**src/rtl/bus_arbiter.sv**
```systemverilog
// Round-robin bus arbiter with hold limit and dead turnaround cycles.
// All outputs are registered; drive_en is one-hot or zero.
module bus_arbiter #(
  parameter int NREQ     = 4,
  parameter int MAX_HOLD = 8,
  parameter int TURN_CYC = 1
) (
  input  logic            clk,
  input  logic            rst,
  input  logic [NREQ-1:0] req,
  output logic [NREQ-1:0] drive_en,
  output logic [2:0]      owner_id,
  output logic            grant_valid,
  output logic            timeout
);

  typedef enum logic [1:0] {
    IDLE,
    GRANT,
    TURN
  } state_t;

  localparam logic [7:0]      HOLD_MAX  = 8'(MAX_HOLD);
  localparam logic [3:0]      TURN_LAST = 4'(TURN_CYC);
  localparam logic [NREQ-1:0] ONE       = NREQ'(1);
  localparam logic [2:0]      LAST_RST  = 3'(NREQ - 1);

  state_t          state_q, state_d;
  logic [NREQ-1:0] drive_en_q, drive_en_d;
  logic [2:0]      owner_q, owner_d;
  logic [2:0]      last_q, last_d;
  logic            gv_q, gv_d;
  logic            to_q, to_d;
  logic [7:0]      hold_q, hold_d;
  logic [3:0]      turn_q, turn_d;

  logic [2:0]      win_c;
  logic            found_c;
  int              idx_c;
  logic            own_req_c;
  logic            arb_c;

  // Search upward from last_owner+1 so the previous owner ranks last.
  always_comb begin
    win_c   = last_q;
    found_c = 1'b0;
    idx_c   = 0;
    for (int i = 1; i <= NREQ; i++) begin
      idx_c = int'(last_q) + i;
      if (idx_c >= NREQ) idx_c = idx_c - NREQ;
      if (!found_c && (((req >> idx_c) & ONE) != '0)) begin
        found_c = 1'b1;
        win_c   = 3'(idx_c);
      end
    end
  end

  assign own_req_c = |(req & drive_en_q);
  assign arb_c     = (state_q == IDLE) ||
                     ((state_q == TURN) && (turn_q == TURN_LAST));

  always_comb begin
    state_d    = state_q;
    drive_en_d = drive_en_q;
    owner_d    = owner_q;
    last_d     = last_q;
    gv_d       = gv_q;
    to_d       = 1'b0;
    hold_d     = hold_q;
    turn_d     = turn_q;

    unique case (state_q)
      IDLE: ;
      GRANT: begin
        if (!own_req_c || (hold_q == HOLD_MAX)) begin
          // A release wins over a simultaneous hold expiry.
          to_d       = own_req_c;
          state_d    = TURN;
          drive_en_d = '0;
          gv_d       = 1'b0;
          hold_d     = 8'd0;
          turn_d     = 4'd1;
        end else begin
          hold_d = hold_q + 8'd1;
        end
      end
      TURN: begin
        if (turn_q != TURN_LAST) turn_d = turn_q + 4'd1;
      end
      default: state_d = IDLE;
    endcase

    if (arb_c) begin
      if (found_c) begin
        state_d    = GRANT;
        drive_en_d = ONE << win_c;
        owner_d    = win_c;
        last_d     = win_c;
        gv_d       = 1'b1;
        hold_d     = 8'd1;
        turn_d     = 4'd0;
      end else if (state_q == TURN) begin
        state_d = IDLE;
        turn_d  = 4'd0;
      end
    end
  end

  always_ff @(posedge clk) begin
    if (rst) begin
      state_q    <= IDLE;
      drive_en_q <= '0;
      owner_q    <= 3'd0;
      last_q     <= LAST_RST;
      gv_q       <= 1'b0;
      to_q       <= 1'b0;
      hold_q     <= 8'd0;
      turn_q     <= 4'd0;
    end else begin
      state_q    <= state_d;
      drive_en_q <= drive_en_d;
      owner_q    <= owner_d;
      last_q     <= last_d;
      gv_q       <= gv_d;
      to_q       <= to_d;
      hold_q     <= hold_d;
      turn_q     <= turn_d;
    end
  end

  assign drive_en    = drive_en_q;
  assign owner_id    = owner_q;
  assign grant_valid = gv_q;
  assign timeout     = to_q;

endmodule

```
**config.mk**
```make
export PLATFORM = sky130hd
export DESIGN_NAME = bus_arbiter
export DESIGN_NICKNAME = d
export VERILOG_FILES = /design/src/rtl/bus_arbiter.sv
export SDC_FILE = /design/constraint.sdc
export NUM_CORES = 1
export LEC_CHECK = 0
export ABC_AREA = 1
export CAP_MARGIN = 20
export CORE_UTILIZATION = 55
export DETAILED_ROUTE_END_ITERATION = 8
export DONT_BUFFER_PORTS = 1
export PLACE_DENSITY = 0.72
export SYNTH_ARGS = -nofsm -noshare
export SYNTH_HDL_FRONTEND = slang
export SYNTH_SLANG_ARGS = --single-unit
```
**constraint.sdc**
```tcl
create_clock -name clk -period 2.2 [get_ports clk]
set_input_delay 0.44 -clock clk [delete_from_list [all_inputs] [get_ports clk]]
set_output_delay 0.44 -clock clk [all_outputs]
set_load 0.1 [all_outputs]
```
==> impl_metrics.py <==
metrics = {
    "pwr": {
        "intPower_w": 0.00107,
        "switching_share_pct": 56.5,
        "seq_power_share_pct": 24.5,
        "switchingPower_w": 0.00139,
        "p_clk_share_pct": 8.7,
        "p_per_area_nw_per_um2": 1340,
        "p_leak_nw": 0.854,
        "ir_drop_uv": 588,
        "finalPower_w": 0.00246,
        "combPwrFrac_pct": 66.9,
    },
    "clocking": {
        "htree_levels": 1,
        "tritoncts": "built",
        "clk_latency_ps": 320,
        "clk_pin_slew_worst_paths_ps": 140,
        "cts_buffers": 3,
        "holdBufCountCts": 0,
        "cts_setup_buffers": 0,
        "cts_resized": 0,
        "clock_path_buffers": 2,
        "cts.sinks": 25,
        "cts_root_buf": "clkbuf_4",
    },
    "worst_setup_path": {
        "crit_chain": "inv_8 > ha_1 > inv_1 > nand3_1 > nand3_4 > nand4_4 > nand2_4 > nand2_1 > nor2_1 > a21oi_1",
        "cp_top_family": "simple AND/OR/NAND/NOR gates",
        "end_kind": "flip-flop",
        "worstRegToRegCells": 10,
        "critPathArrivalTime_ps": 2190,
        "cp-start-kind": "flip-flop",
        "cpMaxStageDelayCell": "dfxtp_1",
        "regToRegStartpoint": "last_q[0]$_SDFFE_PP1P_",
        "worstSetupPathType": "flip-flop to flip-flop",
        "crit_fanout": 10,
        "max_stage_delay_ps": 460,
        "crit_required_ps": 2430,
        "rrSetupSlack_ps": 240,
        "critPathBufInv": 2,
        "r2r_end": "last_q[1]$_SDFFE_PP1P_",
    },
    "logic_synthesis": {
        "yosys-top-cells-area": "dfxtp_1 29%, nand2_1 13%, ha_1 10%",
        "syn-num-nets": 253,
        "synth.area.mux_share_pct": 0,
        "synth-compound-area-share_pct": 5.53,
        "yosys_register_bits": 25,
        "synthAdderAreaFrac_pct": 10.3,
        "synth-xor-area-share_pct": 4.13,
        "netlist_area_um2": 1700,
        "synth_ff_type": "dfxtp_1",
        "ys_warn_count": 0,
        "syn-instance-count": 233,
        "synth.largest_area_cell": "dfxtp_1",
        "synth-simple-area-share_pct": 43.4,
        "syn_area_per_cell_um2": 7.28,
        "synth_top_cell_area_share_pct": 29.5,
        "yosysUniqueCellTypes": 27,
        "synth_edf_count": 0,
        "synth_common_cells": "57 x nand2_1, 30 x nand3_1, 25 x dfxtp_1",
        "ys_seq_area_share_pct": 29.5,
        "synth_top_family_by_area": "simple AND/OR/NAND/NOR gates",
        "async_reset_ff_share_pct": 0,
        "synth_most_common_cell": "nand2_1",
    },
    "timing": {
        "setup_ws_ps": 238,
        "tightest_slew_ps": 427,
        "hold_violations": 0,
        "skew_ps": 3.57,
        "fin_crit_sh_pct": 89.2,
        "maxSlewHeadroom_pct": 71.2,
        "setup_viol": 0,
        "period_needed_ps": 1960,
        "rsz0062_at_grt": "no",
        "final.setup.tns_ps": 0,
        "slew_violations": 0,
        "clock.fmax_mhz": 510,
    },
    "hold_path": {
        "hold_end": "hold_q[0]$_SDFF_PP0_",
        "hold_start": "rst",
        "hold_path.class": "input pin to flip-flop",
        "hold_depth": 1,
    },
    "detailed_routing": {
        "via_per_inst": 5.35,
        "drc": 2,
        "wire_per_inst_um": 12.1,
        "first_pass_iters": 6,
        "drtIter0Drc": 115,
        "drtAntennaViolNets": 0,
        "routed_wl_um": 3350,
        "vias": 1482,
    },
    "grt": {
        "grt_max_degree": 16,
        "grt.total_usage_pct": 22.9,
        "grt_pass1_wl_um": 5910,
        "grt_pass1_vias": 1429,
        "grt_overflow": 0,
        "antenna_found_initial": 0,
    },
    "run": {
        "drv_cap": 0,
    },
    "finish": {
        "final_cells": 277,
        "final_nets": 267,
        "multi_input_area_um2": 1080,
        "regArea_um2": 502,
        "antenna_cells": 0,
        "final_util_pct": 64.8,
        "drive_above_1_share_pct": 18.3,
        "n_fill_cell": 254,
        "syn_to_final_growth_pct": 8.11,
    },
    "die": {
        "start_util_pct": 60.0,
        "die_w_um": 57.5,
        "die_area_um2": 3310,
        "core_area_um2": 2830,
        "io_pins": 15,
        "dieHeight_um": 57.5,
        "rows": 19,
    },
    "placed_design": {
        "dp.cells": 273,
        "gp_congestion": 0.932,
        "dp_slack_ps": 255,
        "portBuffers": 0,
        "dp_hpwl_um": 2690,
    },
    "outcome": {
        "violations": "DRC",
        "status": "complete, but fails checks",
    },
}
flip-flops by register name (all words and copies together), names as in the netlist:
signal / flops
state_q: 2
turn_q: 4
hold_q: 8
timeout: 1
last_q: 2
owner_id: 3
grant_valid: 1
drive_en: 4
worst max-delay path by stage:
stage	start	end	slack, ps	depth (start not counted)
after floorplan	owner_id[2]$_SDFFE_PP0P_	last_q[1]$_SDFFE_PP1P_	140	11
after global placement	last_q[0]$_SDFFE_PP1P_	last_q[0]$_SDFFE_PP1P_	390	10
after detailed placement	last_q[0]$_SDFFE_PP1P_	last_q[1]$_SDFFE_PP1P_	250	10
after CTS	last_q[0]$_SDFFE_PP1P_	last_q[1]$_SDFFE_PP1P_	240	10
after global routing	last_q[1]$_SDFFE_PP1P_	drive_en[2]$_SDFF_PP0_	100	11
final	last_q[0]$_SDFFE_PP1P_	last_q[1]$_SDFFE_PP1P_	240	10
layout by cell type (no fill, tap or decap), types with 2 or more instances in the layout:
cell type / count
nand2_1: 57
nand3_1: 30
inv_1: 24
nor2_1: 24
dfxtp_1: 24
ha_1: 14
buf_4: 11
nand2_2: 9
xor2_1: 8
nand4_1: 5
o21ai_0: 5
nand2_4: 4
a21oi_1: 4
nand3_2: 3
nor2_2: 3
a21oi_2: 3
clkbuf_4: 3
nand3_4: 2
nor3b_1: 2
nor3_1: 2
cell type report:
class	instances	share of cell area, %
multi-input cells	180	58.7
clock inverters	1	0.409
well taps	31	2.11
inverters	26	5.73
flip-flops and latches	25	27.4
clock buffers	3	1.23
repair buffers	11	4.50
logic make-up after synthesis:
group	count (synthesis)
AO/OA/AOI/OAI	15
XOR/XNOR	8
adder cells (fa/ha/maj)	14
buffers and inverters	28
flip-flops	25
AND/OR/NAND/NOR	143
power groups by stage:
stage / Clock [W] / Combinational, W / Sequential [W]
final: 0.000213 / 0.00164 / 0.000601
after global routing: 0.000232 / 0.00181 / 0.000610
after CTS: 0.000221 / 0.00164 / 0.000601
after detailed placement: 0 / 0.00164 / 0.000611
after global placement: 0 / 0.00159 / 0.000607
after floorplan: 0 / 0.000996 / 0.000953
through the flow:
stage | hold slack, ps | cell area [um2]
4_1_cts | 198 | 1830
6_report | 206 | 1830
3_3_place_gp | 498 | 1800
2_1_floorplan | 480 | 1700
5_1_grt | 216 | 1830
3_5_place_dp | 504 | 1800
routing by layer:
metal	GRT usage, %	wire [um]	vias to the layer above
met5	0	0	-
met1	27.3	1510	682
li1	-	-	781
met3	2.95	91	4
met4	8.36	42	0
met2	41.7	1700	15
Note: power is estimated with default switching activity, not from simulation.
